<file path="src/rtl/rns_pkg.sv">
// Shared state encoding and modulus/inverse constants for the RNS (2^N, 2^N-1, 2^N+1) converter.
package rns_pkg;

  typedef enum logic [2:0] {IDLE, D2, D3, ACC, OUT} rns_state_t;

  function automatic logic [63:0] mod_lo(input int n);
    return (64'd1 << n) - 64'd1;
  endfunction

  function automatic logic [63:0] mod_hi(input int n);
    return (64'd1 << n) + 64'd1;
  endfunction

  function automatic logic [63:0] inv_hi(input int n);
    return 64'd1 << (n - 1);
  endfunction

endpackage

</file>
<file path="src/rtl/rns_mod_sub.sv">
// Modular subtract y = (a - b) mod m, m = 2^N+1 when PLUS else 2^N-1; operands may arrive unreduced,
// each is folded by one conditional subtract and the difference fixed by one conditional add.
module rns_mod_sub
  import rns_pkg::*;
#(
  parameter int N = 16,
  parameter bit PLUS = 1'b0,
  localparam int W = PLUS ? N + 1 : N
) (
  input  logic [W-1:0] a,
  input  logic [W-1:0] b,
  output logic [W-1:0] y
);

  localparam logic [W:0] MOD = PLUS ? (W+1)'(mod_hi(N)) : (W+1)'(mod_lo(N));

  logic [W:0] ar;
  logic [W:0] br;
  logic [W:0] diff;

  always_comb begin
    ar = {1'b0, a};
    br = {1'b0, b};
    if (ar >= MOD) ar = ar - MOD;
    if (br >= MOD) br = br - MOD;
    diff = ar - br;
    if (ar < br) diff = diff + MOD;
    y = W'(diff);
  end

endmodule

</file>
<file path="src/rtl/rns_to_int_seq.sv">
// Sequential RNS-to-binary converter (mixed-radix digits, one conversion in flight, 5 cycles per result).
// Optional range-error flag is built only when RNS_TO_INT_RANGE_CHECK_EN is defined.
module rns_to_int_seq
  import rns_pkg::*;
#(
  parameter int N = 16
) (
  input  logic           clk,
  input  logic           reset,
  input  logic           in_valid,
  output logic           in_ready,
  input  logic [N-1:0]   r1,
  input  logic [N-1:0]   r2,
  input  logic [N:0]     r3,
  output logic           out_valid,
  input  logic           out_ready,
  output logic [3*N-1:0] out_data,
  output logic           out_err
);

  rns_state_t state, state_nxt;
  logic run, accept;
  logic [N-1:0] d1, r2_q, d2, d2_nxt, lo, hi;
  logic [N:0] r3_q, u, d3, d3_nxt, sub3_a, sub3_b, sub3_y;
  logic [N+1:0] t;
  logic [3*N-1:0] x;

  // run holds in_ready low until the first edge after reset releases.
  always_ff @(posedge clk or posedge reset) begin
    if (reset) begin
      state <= IDLE;
      run   <= 1'b0;
    end else begin
      state <= state_nxt;
      run   <= 1'b1;
    end
  end

  always_comb begin
    state_nxt = state;
    in_ready  = 1'b0;
    out_valid = 1'b0;
    accept    = 1'b0;
    case (state)
      IDLE: begin
        in_ready = run;
        if (run && in_valid) begin
          accept    = 1'b1;
          state_nxt = D2;
        end
      end
      D2:  state_nxt = D3;
      D3:  state_nxt = ACC;
      ACC: state_nxt = OUT;
      OUT: begin
        out_valid = 1'b1;
        if (out_ready) state_nxt = IDLE;
      end
      default: state_nxt = IDLE;
    endcase
  end

  rns_mod_sub #(.N(N), .PLUS(1'b0)) u_sub_lo (.a(r2_q), .b(d1), .y(d2_nxt));

  // The 2^N+1 subtractor forms d1-r3 in D2 and (d1-r3)-d2 in D3.
  assign sub3_a = (state == D3) ? u : {1'b0, d1};
  assign sub3_b = (state == D3) ? {1'b0, d2} : r3_q;
  rns_mod_sub #(.N(N), .PLUS(1'b1)) u_sub_hi (.a(sub3_a), .b(sub3_b), .y(sub3_y));

  // s * 2^(N-1) mod 2^N+1: the bits shifted past 2^N fold back negatively since 2^N == -1.
  always_comb begin
    lo = sub3_y[0] ? N'(inv_hi(N)) : '0;
    hi = sub3_y[N:1];
    t  = {2'b00, lo} - {2'b00, hi};
    if (lo < hi) t = t + (N+2)'(mod_hi(N));
    d3_nxt = (N+1)'(t);
  end

  // x = d1 + 2^N*(d2 + (2^N-1)*d3); wrap-around in 3N bits is exact because x < M.
  assign x = (3*N)'({d3, {(2*N){1'b0}}}) - (3*N)'({d3, {N{1'b0}}}) + (3*N)'({d2, d1});

  always_ff @(posedge clk or posedge reset) begin
    if (reset) begin
      d1       <= '0;
      r2_q     <= '0;
      r3_q     <= '0;
      d2       <= '0;
      u        <= '0;
      d3       <= '0;
      out_data <= '0;
    end else begin
      if (accept) begin
        d1   <= r1;
        r2_q <= r2;
        r3_q <= r3;
      end
      if (state == D2) begin
        d2 <= d2_nxt;
        u  <= sub3_y;
      end
      if (state == D3) d3 <= d3_nxt;
      if (state == ACC) out_data <= x;
    end
  end

`ifdef RNS_TO_INT_RANGE_CHECK_EN
  logic err_q;

  always_ff @(posedge clk or posedge reset) begin
    if (reset) begin
      err_q <= 1'b0;
    end else if (state == ACC) begin
      err_q <= (&r2_q) || (r3_q[N] && (|r3_q[N-1:0]));
    end
  end

  assign out_err = err_q;
`else
  assign out_err = 1'b0;
`endif

endmodule
</file>
<file path="config.mk">
export PLATFORM = sky130hd
export DESIGN_NAME = rns_to_int_seq
export DESIGN_NICKNAME = d
export VERILOG_FILES = /design/src/rtl/rns_pkg.sv /design/src/rtl/rns_mod_sub.sv /design/src/rtl/rns_to_int_seq.sv
export SDC_FILE = /design/constraint.sdc
export NUM_CORES = 1
export LEC_CHECK = 0
export BUFFER_PORTS_ARGS = -buffer_cell sky130_fd_sc_hd__buf_2
export CAP_MARGIN = 20
export CORE_AREA = 2 2 162 164
export CTS_CLUSTER_SIZE = 14
export DETAILED_ROUTE_END_ITERATION = 12
export DIE_AREA = 0 0 164 166
export PLACE_DENSITY = 0.7
export SYNTH_ARGS = -nofsm -noshare
export SYNTH_HDL_FRONTEND = slang
export SYNTH_SLANG_ARGS = --single-unit
</file>
<file path="constraint.sdc">
create_clock -name clk -period 11.9 [get_ports clk]
set_clock_uncertainty 0.1 [all_clocks]
set_input_delay 1.19 -clock clk [delete_from_list [all_inputs] [get_ports clk]]
set_output_delay 1.19 -clock clk [all_outputs]
set_load 0.05 [all_outputs]
</file>
**Word level (Yosys, flattened, before mapping)**

Cells that the tools add are included.

- Add/sub/neg operators: 12
- Magnitude comparators: 7
- Equality and inequality tests: 6
- Multiplexer cells: 17
- Reduce and logical (&&, ||, !) cells: 3

Operators by type and width:

| operator | count |
|---|---|
| $mux 17 | 6 |
| $add 48x32->48 | 1 |
| $sub 48x33->48 | 1 |
| $mux 18 | 2 |
| $sub 17x17->18 const B | 2 |
| $add 17x17->17 const B | 2 |
| $ge 17x17->1 const B | 2 |
| $sub 16x16->17 const B | 2 |
| $ge 16x16->1 const B | 2 |
| $mux 16 | 2 |
| $lt 18x18->1 | 1 |
| $lt 17x17->1 | 1 |
| $sub 16x16->17 | 1 |
| $sub 17x17->17 | 1 |
| $add 16x16->16 const B | 1 |
| $lt 16x16->1 | 1 |
| $sub 16x16->16 | 1 |
| $pmux 3 s5 | 1 |
| $eq 3x2->1 const B | 2 |
| $mux 3 | 2 |
| $mux 1 | 4 |
| $ne 2x2->1 const B | 2 |
| $eq 3x1->1 const B | 1 |
| $eq 3x3->1 const B | 1 |
| 3 further kinds | 3 |

- Register bits: 151
- Input bits: 53
- Output and inout bits: 51
- Logic and storage cells: 54

**Longest topological paths before layout**

Gate-level depths: netlist (run 1).

- Word-level depth: 11
- Gate-level depth with buffers: 33
- Gate-level depth less buffers: 29

**Cells and area by module**

A second synthesis (run 1) with hierarchy kept.

- Cell total of the unflattened synthesis: 1,267
- Area, all modules: 11,167.0 µm²

By module, submodules not included:

| module | instances | cells each | area each (µm²) | sequential area each (µm²) |
|---|---|---|---|---|
| rns_to_int_seq | 1 | 767 | 7,558.5 | 3,778.6 |
| rns_mod_sub at u_sub_hi | 1 | 273 | 2,013.2 | 0.0 |
| rns_mod_sub at u_sub_lo | 1 | 227 | 1,595.3 | 0.0 |

**Least setup slack after synthesis (run 1)**

No wires, ideal clock.

- Path kind: register to register
- From: register state[1]
- To: register d3[13]
- Setup time: 83 ps
- Data arrival time: 7,348 ps
- Required time: 11,717 ps
- Path slack: 4,369 ps
- Stages on the path, launching flop included: 31
- Buffers on the path: 4
- Clock period less this slack: 7,531 ps
- Cell sequence: dfrtp_1 > clkbuf_1 > nor3b_1 > clkbuf_1 > buf_1 > mux2i_1 > ha_1 > nand3_1 > o31ai_1 > inv_1 > nand2_1 > nor2_1 > and3_1 > xor2_1 > ha_1 > clkbuf_1 > a211oi_1 > o21ai_0 > or3_1 > o21ai_1 > xnor2_1 > nand3_1 > nor3_1 > a41oi_1 > xnor2_1 > ha_1 > nor3_1 > nor4bb_1 > nand4b_1 > xnor2_1 > o21ai_0

- Cells in the longest elaborated chain, start to end: 10
- Elaborated cells on any way between the ends: 18
- Those cells by class: add/sub: 6; order compare: 4; eq/ne: 1; mux: 7

Ends and longest elaborated chain:

| element | RTL line | source |
|---|---|---|
| from (decl) | rns_to_int_seq.sv:21 | `rns_state_t state, state_nxt;` |
| from (signal assigned) | rns_to_int_seq.sv:34 | `state <= state_nxt;` |
| $eq 3x2->1 (*) | rns_to_int_seq.sv:66, rns_to_int_seq.sv:67, rns_to_int_seq.sv:101 |  |
| $mux 17 (on tied branches) | rns_to_int_seq.sv:66, rns_to_int_seq.sv:67 |  |
| $sub 17x17->18, or another cell as far along | rns_mod_sub.sv:24 | `if (ar >= MOD) ar = ar - MOD;` |
| $mux 18 (on tied branches) | rns_mod_sub.sv:24, rns_mod_sub.sv:25 |  |
| $sub 17x17->17 | rns_mod_sub.sv:26 | `diff = ar - br;` |
| $add 17x17->17 | rns_mod_sub.sv:27 | `if (ar < br) diff = diff + MOD;` |
| $mux 17 | rns_mod_sub.sv:27 |  |
| $sub 16x16->17 or $mux 16 (tied branches) | rns_to_int_seq.sv:74, rns_to_int_seq.sv:72 |  |
| $add 17x17->17 or $lt 16x16->1 (tied branches) | rns_to_int_seq.sv:75 | `if (lo < hi) t = t + (N+2)'(mod_hi(N));` |
| $mux 17 | rns_to_int_seq.sv:75 |  |
| to (signal assigned) | rns_to_int_seq.sv:101 | `if (state == D3) d3 <= d3_nxt;` |
| to (decl) | rns_to_int_seq.sv:24 | `logic [N:0] r3_q, u, d3, d3_nxt, sub3_a, sub3_b, sub3_y;` |

Mark *: on every way between the ends. The rest lies on a longest branch, timed or not.
A chain may end at the register's enable or synchronous reset.

**Worst setup path in the final report (run 1)**

Ends and elaborated chain as after synthesis.

==> out/metrics.csv, run 1 <==
stage,metric,value,unit
outcome,status,completed,
floorplan,floorplan.rows,59,
global_route,antenna_found_initial,0,
route,drt-initial-drc-count,679,
sta,rsz_0062_raised_after_global_routing,false,
logic_synthesis,ys_top_cells_by_area,"sky130_fd_sc_hd__dfrtp_1 33%, sky130_fd_sc_hd__xnor2_1 7.1%, sky130_fd_sc_hd__ha_1 7.0%",
logic_synthesis,synthesis.nets,1418,
route,ant_nets,0,
critical_path,worstSetupPathType,flip-flop to flip-flop,
logic_synthesis,yosys-top-cells-count,"205 x sky130_fd_sc_hd__nand2_1, 151 x sky130_fd_sc_hd__dfrtp_1, 97 x sky130_fd_sc_hd__o21ai_0, 92 x sky130_fd_sc_hd__xnor2_1, 71 x sky130_fd_sc_hd__nor2_1",
critical_path,crit_family,simple AND/OR/NAND/NOR gates,
critical_path,timing.critical_path.cells,nor3b_2 > buf_4 > mux2i_1 > ha_1 > nand3_1 > o31ai_1 > mux2i_1 > inv_1 > ha_1 > nor2b_1 > o21ai_1 > a211oi_2 > o21ai_1 > xnor2_1 > nand3_1 > nor3_1 > a41oi_1 > xnor2_1 > ha_1 > nor3_1 > nor4bb_1 > nand4b_1 > xnor2_1 > o21ai_0,
route,route.detailed.vias_per_inst,5.68,
logic_synthesis,seq_area_frac_synth,0.334,
placement,final_estimated_routing_congestion_in_global_placement,0.957,
route,route.vias.total,9823,
critical_path,worst-r2r-cell-count,24,
critical_path,cp.required,12110,ps
logic_synthesis,yosysTopAreaCell,sky130_fd_sc_hd__dfrtp_1,
global_route,grt_first_pass_wirelength,51100,um
logic_synthesis,ys_warn_count,0,
logic_synthesis,synth_top_flop_cell,sky130_fd_sc_hd__dfrtp_1,
critical_path,worst-path-buf-inv,2,
floorplan,floorplan.initialDensity,0.442,
sta,finalWorstPathRequiredPeriod,8780,ps
sta,setup_tns,0,ps
global_route,busiest_layer,met2,
floorplan,die_x,164,um
global_route,grt.met3_usage,0.0460,
sta,worst_pin_slew,983,ps
logic_synthesis,synthArstFlopShare,1.00,
logic_synthesis,synth.most_common_cell,sky130_fd_sc_hd__nand2_1,
sta,hold_viol_final,0,
worst_hold_path,hold_path_startpoint,out_data[3],
placement,dp_hpwl,24700,um
sta,fmax,114,MHz
critical_path,slowest_stage,sky130_fd_sc_hd__nor3b_2,
sta,post-route-period-util,0.738,
global_route,gr-total-overflow,0,
logic_synthesis,number_of_enable_type_register_cells_in_the_synthesized_netlist,0,
critical_path,endpoint_kind_of_the_worst_setup_timing_path,flip-flop,
sta,max_slew_margin,0.342,
placement,dpl_worst_slack,3270,ps
worst_hold_path,min_to,out_data[3],
critical_path,r2r_slack,3120,ps
worst_hold_path,hold_path_class,flip-flop to flip-flop,
clock_network,post_cts.resized_instances,0,
floorplan,core_region_area,25600,um2
critical_path,worstReg2RegStart,state[1],
clock_network,cts_tree,yes,
global_route,met1_layer_usage_reported_by_global_route,0.342,
clock_network,ctsRootBufferMaster,sky130_fd_sc_hd__clkbuf_16,
global_route,grtUsageTotal,0.237,
critical_path,cp_num_cells,24,
route,route.detailed.drc,0,
sta,setup_viol,0,
clock_network,postCtsHoldBufs,0,
finish,layout-area-overhead-vs-synth,12.4,%
finish,layout_cell_share_with_drive_strength_beyond_1,0.164,
route,routed_wl,31800,um
clock_network,cts-buffers-inserted,17,
global_route,grt_pass1_vias,9533,
floorplan,die_h,166,um
clock_network,clkLatencyLatePin,440,ps
global_route,global_route_met2_usage,0.353,
sta,postLayoutSetupSlackWorst,3120,ps
critical_path,cp_max_fo,28,
logic_synthesis,post_synth.cell_area_avg,8.70,um2
critical_path,r2r_end,d3[13],
floorplan,design.die.area,27200,um2
critical_path,critPathMaxStageDelay,840,ps
clock_network,cts_htree_levels,4,
logic_synthesis,synth_top_area_share,0.334,
floorplan,number_of_top_level_pins,104,
logic_synthesis,postSynthCellCount,1300,
critical_path,arrival,8990,ps
finish,final_area,12700,um2
clock_network,clk_pin_slew_worst_paths,70,ps
sta,report.final.slew_viol_count,0,
clock_network,cts_setup_buffers,0,
logic_synthesis,post_synth_num_cell_types,88,
worst_hold_path,min_path_cells,2,
clock_network,clock-sinks,151,
finish,antenna-diode-count,0,
critical_path,cp-start-kind,flip-flop,
logic_synthesis,syn-cell-area,11300,um2
run,max_cap_violations,0,
global_route,grt_max_degree,102,
clock_network,clk_path_buf_depth,2,
placement,i_o_buffers,102,
route,drt_pre_antenna_iters,7,
route,drt-wirelength-per-cell,18.4,um
finish,numnets_final,1498,
logic_synthesis,synth-seq-cells,151,
placement,placed_area,12100,um2
==> placed cells by master, fill, tap and decap left out, drive strengths merged, types with 14 or more instances in the layout <==
master	Yosys	routed
nand2	205	205
dfrtp	151	151
buf	13	109
o21ai	99	99
xnor2	93	93
nor2	71	71
ha	63	63
inv	48	55
mux2	52	52
nor3	47	47
xor2	42	42
a21oi	40	40
mux2i	29	29
nand3	28	28
nand4	25	25
and2	19	19
a31oi	18	18
clkbuf	35	17
a21o	14	14
==> cell families (layout without fill, tap and decap cells) <==
| kind of cell | count (synthesis) | in the layout | share of synthesized area |
|---|---|---|---|
| DFF | 151 | 151 | 0.334 |
| adders and majority gates | 65 | 65 | 0.0732 |
| AOI/OAI and AO/OA | 267 | 267 | 0.155 |
| xor gates and xnor gates | 135 | 135 | 0.106 |
| buffers and inverters | 96 | 189 | 0.0342 |
| and+or+nand+nor | 503 | 503 | 0.219 |
| muxes | 81 | 81 | 0.0774 |
| other | 2 | 2 | 0.000664 |
==> state kept, by name, indices dropped and copies added (netlist names) <==
register  flops
d1           16
d2           16
d3           17
out_data     48
r2_q         16
r3_q         17
run           1
state         3
u            17
==> cell type report <==
type / instances / area [um2]
tap: 335 / 419
timing repair buffer: 109 / 591
clock buffer: 17 / 425
multi-input combinational: 1053 / 7160
sequential: 151 / 3780
inverter: 48 / 185
clock inverter: 15 / 158
fill: 2410 / 12900
==> layer usage <==
| metal | up-vias | wire length [um] |
|---|---|---|
| met5 | - | 0 |
| met4 | 0 | 906 |
| met3 | 66 | 1830 |
| met2 | 309 | 13700 |
| met1 | 4648 | 15300 |
| li1 | 4800 | - |
==> worst register-to-register path, delay by kind of cell, from the launching register on <==
kind,cells,cell delay (ps)
adder cells (fa/ha/maj),3,810
AO/OA/AOI/OAI,6,1680
flip-flops,1,480
XOR/XNOR,3,870
buffers and inverters,2,610
AND/OR/NAND/NOR,8,3090
multiplexers,2,1010
==> how the worst max path moves through the flow <==
stage,startpoint,end
after detailed placement,state[1],d3[13]
after global routing,state[1],d3[13]
final,state[1],d3[13]
after global placement,state[2],d3[13]
after floorplan,state[1],d3[13]
after CTS,state[1],d3[13]
==> stage by stage <==
step | util | cells | hold slack (ps)
finish | 0.496 | 1728 | 376
global route | 0.496 | 1728 | 411
CTS | 0.495 | 1727 | 376
detailed placement | 0.472 | 1695 | 360
global placement | 0.472 | 1694 | 355
floorplan | - | 1300 | 345
Power of run 1 is not shown: default switching activity piles up to over one toggle a cycle in this logic, so the estimate is an artifact.
==> inputs of run 2 (changes only) <==
- PLACE_DENSITY: 0.7 -> 0.72
- clock period: 11.9 -> 7.65 ns (I/O delays scaled with it)
==> run 2 against run 1 <==
Net effect:
- maximum frequency rose by 21%
- via count up 2.9%
- flip-flop and latch count unchanged
- non-clock buffer count is 35 higher
- cell count grew 2.1%
- hold slack lost 2.1 ps
- cell area is 3.4% higher
- global-route usage is 0.085 points lower
- utilization is 1.7 points higher
==> out/metrics.csv, run 2 (synthesized netlist as in run 1, its figures left out) <==
stage,metric,value,unit
clock_network,clk_path_buf_depth,2,
finish,layout_cell_share_with_drive_strength_beyond_1,0.198,
floorplan,floorplan.rows,59,
sta,hold_viol_final,0,
sta,finalWorstPathRequiredPeriod,7270,ps
floorplan,die_h,166,um
sta,report.final.slew_viol_count,0,
outcome,status,completed,
floorplan,design.die.area,27200,um2
critical_path,worstReg2RegStart,state[1],
floorplan,core_region_area,25600,um2
route,drt_pre_antenna_iters,5,
sta,post-route-period-util,0.950,
route,drt-wirelength-per-cell,18.2,um
sta,worst_hold_slack,374,ps
critical_path,r2r_slack,380,ps
finish,n_fill_cell,2404,
route,routed_wl,32100,um
route,drt-initial-drc-count,959,
global_route,grt_first_pass_wirelength,50900,um
finish,top_reg_by_flops,out_data,
sta,worst_pin_slew,820,ps
route,route.vias.total,10106,
critical_path,cp_max_fo,12,
sta,setup_viol,0,
global_route,grt_max_degree,93,
route,route.detailed.vias_per_inst,5.73,
clock_network,postCtsHoldBufs,0,
finish,largest_register_ff_count,48,
finish,layout-area-overhead-vs-synth,16.2,%
critical_path,cp.required,7860,ps
finish,numnets_final,1533,
clock_network,cts-buffers-inserted,17,
clock_network,cts_tree,yes,
route,ant_nets,0,
clock_network,ctsRootBufferMaster,sky130_fd_sc_hd__clkbuf_16,
critical_path,critPathMaxStageDelay,530,ps
global_route,grtUsageTotal,0.237,
clock_network,clock-sinks,151,
route,route.detailed.drc,0,
worst_hold_path,hold_path_startpoint,out_data[7],
worst_hold_path,hold_path_class,flip-flop to flip-flop,
worst_hold_path,min_path_cells,2,
finish,utilization,0.513,
sta,max_slew_margin,0.453,
critical_path,endpoint_kind_of_the_worst_setup_timing_path,flip-flop,
critical_path,worstSetupPathType,flip-flop to flip-flop,
floorplan,number_of_top_level_pins,104,
global_route,grt_pass1_vias,9429,
finish,commonest_cells_after_routing_fill_and_taps_aside,"204 x sky130_fd_sc_hd__nand2_1, 151 x sky130_fd_sc_hd__dfrtp_1, 102 x sky130_fd_sc_hd__buf_2",
clock_network,clk_pin_slew_worst_paths,70,ps
placement,i_o_buffers,102,
run,max_cap_violations,0,
clock_network,cts_htree_levels,4,
finish,most_common_cell_after_layout_fill_and_taps_aside,sky130_fd_sc_hd__nand2_1,
critical_path,cp-start-kind,flip-flop,
floorplan,die_x,164,um
critical_path,r2r_end,d3[15],
clock_network,clkLatencyLatePin,430,ps
placement,final_estimated_routing_congestion_in_global_placement,0.955,
global_route,gr-total-overflow,0,
critical_path,arrival,7480,ps
worst_hold_path,min_to,out_data[7],
critical_path,slowest_stage,sky130_fd_sc_hd__or3b_2,
floorplan,floorplan.initialDensity,0.442,
placement,dp_hpwl,25100,um
critical_path,worst-r2r-cell-count,25,
sta,fmax,138,MHz
global_route,antenna_found_initial,0,
run 2: cell types whose count changed in the layout (fill, tap and decap cells not counted), moves of 2 or more:
cell,before,now
sky130_fd_sc_hd__clkinv_8,1,5
sky130_fd_sc_hd__ha_1,63,61
sky130_fd_sc_hd__a211oi_1,6,4
sky130_fd_sc_hd__a211oi_2,2,4
sky130_fd_sc_hd__o21ai_1,2,4
sky130_fd_sc_hd__mux2i_1,29,24
sky130_fd_sc_hd__clkinv_2,2,0
sky130_fd_sc_hd__inv_8,3,1
sky130_fd_sc_hd__o21ai_0,97,95
sky130_fd_sc_hd__ha_2,0,2
sky130_fd_sc_hd__mux2i_4,0,2
sky130_fd_sc_hd__buf_4,5,40
sky130_fd_sc_hd__mux2i_2,0,3
run 2: layout make-up:
cell class | instances | area (um2) | area share
Antenna cell | 1 | 2.50 | 0.000190
Clock buffer | 17 | 425 | 0.0324
Clock inverter | 15 | 190 | 0.0145
Inverter | 48 | 185 | 0.0141
Multi-Input combinational cell | 1053 | 7290 | 0.555
Sequential cell | 151 | 3780 | 0.287
Tap cell | 335 | 419 | 0.0319
Timing Repair Buffer | 144 | 853 | 0.0649
run 2: per-stage QoR:
stage,instance area (um2),setup slack (ps),std cells,TNS (ps)
detailed placement,12300,135,1725,0
global placement,12300,270,1725,0
global route,13100,-66.8,1763,-165
finish,13100,381,1764,0
CTS,12900,90.7,1757,0
floorplan,11300,119,1300,0
run 2: routing by layer:
layer	share of wire	vias up	GRT usage
met2	0.44	351	0.361
met4	0.017	0	0.0584
met3	0.065	39	0.0335
met5	0	-	0
li1	-	4872	-
met1	0.47	4844	0.353
run 2: worst max-delay path by stage:
stage          cells after the start  startpoint  slack (ps)      to
5_1_grt                           25    state[0]         -70  d3[14]
3_3_place_gp                      28    state[0]         270   d3[4]
2_1_floorplan                     30    state[1]         120  d3[13]
4_1_cts                           26    state[2]          90  d3[15]
6_report                          25    state[1]         380  d3[15]
3_5_place_dp                      26    state[2]         140  d3[15]
run 2: critical path, delay by kind of cell (launching register included):
| family | cells | cell delay (ps) |
|---|---|---|
| flops | 1 | 480 |
| xor+xnor | 2 | 500 |
| compound gates | 9 | 1930 |
| fa+ha+maj | 1 | 390 |
| simple gates | 11 | 3210 |
| buf+inv | 1 | 220 |
| mux | 1 | 300 |
run 2: timing repair:
action	4_1_cts	5_1_grt
resized for setup	0	29
setup endpoints to repair	0	17
setup buffers	0	5
Power of run 2 is left out for the same reason.
==> inputs of run 3 (changes only) <==
- RECOVER_POWER: unset -> 50
==> run 3 against run 2 <==
Net effect:
- the flow now finishes with violations (capacitance limit, slew limit)
- global-route usage stayed put
- via count decreased by 0.26%
- cell count about the same
- non-clock buffer count stayed put
- count of clock-buffer cells in the layout is the same
- die area did not move
- first-iteration DRC count fell by 0.21%
- utilization is 0.30 points lower
- flip-flop and latch count unchanged
==> out/metrics.csv, run 3 (synthesized netlist as in run 1, its figures left out) <==
stage,metric,value,unit
sta,worst_pin_slew,3900,ps
critical_path,r2r_end,d3[15],
outcome,status,"complete, but fails checks",
clock_network,clock-sinks,151,
floorplan,die_x,164,um
finish,most_common_cell_after_layout_fill_and_taps_aside,sky130_fd_sc_hd__nand2_1,
critical_path,cp-start-kind,flip-flop,
placement,dpl_worst_slack,135,ps
clock_network,ctsRootBufferMaster,sky130_fd_sc_hd__clkbuf_16,
clock_network,clkLatencyLatePin,440,ps
floorplan,floorplan.initialDensity,0.442,
finish,n_fill_cell,2438,
sta,report.final.slew_viol_count,222,
outcome,failed_checks,"capacitance limit, slew limit",
route,route.detailed.drc,0,
finish,commonest_cells_after_routing_fill_and_taps_aside,"204 x sky130_fd_sc_hd__nand2_1, 151 x sky130_fd_sc_hd__dfrtp_1, 95 x sky130_fd_sc_hd__o21ai_0",
route,routed_wl,32100,um
sta,hold_viol_final,0,
placement,final_estimated_routing_congestion_in_global_placement,0.955,
critical_path,worst-r2r-cell-count,24,
finish,largest_register_ff_count,48,
route,route.vias.total,10080,
sta,postLayoutSetupSlackWorst,401,ps
critical_path,worstSetupEndpoint,d3[15],
worst_hold_path,hold_path_class,flip-flop to flip-flop,
finish,numnets_final,1533,
floorplan,core_region_area,25600,um2
global_route,grt_first_pass_wirelength,50900,um
global_route,antenna_found_initial,0,
critical_path,worstSetupPathType,flip-flop to flip-flop,
sta,fmax,138,MHz
clock_network,cts-buffers-inserted,17,
route,drt-wirelength-per-cell,18.2,um
critical_path,worstReg2RegStart,state[2],
run,max_cap_violations,3,
sta,post-route-period-util,0.948,
finish,top_reg_by_flops,out_data,
global_route,grt_pass1_vias,9429,
sta,setup_viol,0,
finish,final_area,13100,um2
critical_path,endpoint_kind_of_the_worst_setup_timing_path,flip-flop,
route,ant_nets,0,
floorplan,number_of_top_level_pins,104,
placement,dp_hpwl,25100,um
placement,placed_area,12300,um2
finish,layout-area-overhead-vs-synth,15.5,%
global_route,gr-total-overflow,0,
sta,finalWorstPathRequiredPeriod,7250,ps
critical_path,r2r_slack,400,ps
route,drt_pre_antenna_iters,5,
finish,layout_cell_share_with_drive_strength_beyond_1,0.162,
clock_network,cts_htree_levels,4,
route,route.detailed.vias_per_inst,5.72,
floorplan,design.die.area,27200,um2
critical_path,critPathLaunch,state[2],
critical_path,cp_max_fo,17,
finish,antenna-diode-count,0,
clock_network,cts_tree,yes,
global_route,grt_max_degree,93,
placement,i_o_buffers,102,
route,drt-initial-drc-count,957,
critical_path,arrival,7460,ps
floorplan,floorplan.rows,59,
critical_path,cp.required,7860,ps
clock_network,clk_pin_slew_worst_paths,70,ps
clock_network,clk_path_buf_depth,2,
floorplan,die_h,166,um
sta,max_slew_margin,-1.62,
global_route,grtUsageTotal,0.237,
-- run 3: metal layers --
metal | part of all wire | routed length [um] | GRT usage | up-vias
li1 | - | - | - | 4870
met5 | 0 | 0 | 0 | -
met3 | 0.066 | 2110 | 0.0335 | 36
met1 | 0.48 | 15300 | 0.353 | 4834
met4 | 0.016 | 498 | 0.0584 | 0
met2 | 0.44 | 14200 | 0.361 | 340
-- run 3: layout make-up --
type,count,area (um2),share of cell area
well taps,335,419,0.0321
inverters,48,181,0.0139
repair buffers,144,782,0.0598
flip-flops and latches,151,3780,0.289
clock inverters,15,190,0.0146
clock buffers,17,425,0.0326
multi-input cells,1053,7290,0.558
-- run 3: repair_timing --
item	in CTS	in global routing
buffers inserted	0	5
endpoints found under the setup margin	0	17
hold buffers	0	0
gates resized for setup	0	29
endpoints found under the hold margin	0	0
-- run 3: worst min path at each step --
| stage | startpoint | endpoint | cells after the start |
|---|---|---|---|
| after floorplan | u[0] | u[0] | 2 |
| after global placement | out_data[1] | out_data[1] | 2 |
| after detailed placement | out_data[8] | out_data[8] | 2 |
| after CTS | out_data[14] | out_data[14] | 2 |
| after global routing | out_data[9] | out_data[9] | 2 |
| final | out_data[9] | out_data[9] | 2 |
-- run 3: per-stage QoR --
stage                     utilization  TNS, ps  cells  hold WS [ps]
after floorplan                     -        0   1300           345
after global placement          0.481        0   1725           354
after detailed placement        0.481        0   1725           359
after CTS                       0.505        0   1757           376
after global routing            0.510     -162   1763           398
final                           0.510        0   1763           377
-- run 3: critical path: stages, from the launching register on --
cell                       delay [ps]
sky130_fd_sc_hd__dfrtp_1          380
sky130_fd_sc_hd__buf_4            160
sky130_fd_sc_hd__nor3b_4          320
sky130_fd_sc_hd__buf_8            240
sky130_fd_sc_hd__mux2i_4          330
sky130_fd_sc_hd__nand4_1          190
sky130_fd_sc_hd__a211o_1          360
sky130_fd_sc_hd__o31ai_1          260
sky130_fd_sc_hd__buf_4            200
sky130_fd_sc_hd__nor3_2            80
sky130_fd_sc_hd__or3_1            360
sky130_fd_sc_hd__o21ai_0          110
sky130_fd_sc_hd__ha_2             370
sky130_fd_sc_hd__or2_2            350
sky130_fd_sc_hd__o21a_2           180
sky130_fd_sc_hd__o311ai_0         550
sky130_fd_sc_hd__or3_1            230
sky130_fd_sc_hd__nand3_1          190
sky130_fd_sc_hd__nor2_1           290
sky130_fd_sc_hd__xor2_1           180
sky130_fd_sc_hd__or4b_1           620
sky130_fd_sc_hd__a311oi_4         400
sky130_fd_sc_hd__nor4b_4          340
sky130_fd_sc_hd__and4_1           250
sky130_fd_sc_hd__o31ai_2           60
Power of run 3 is left out for the same reason.
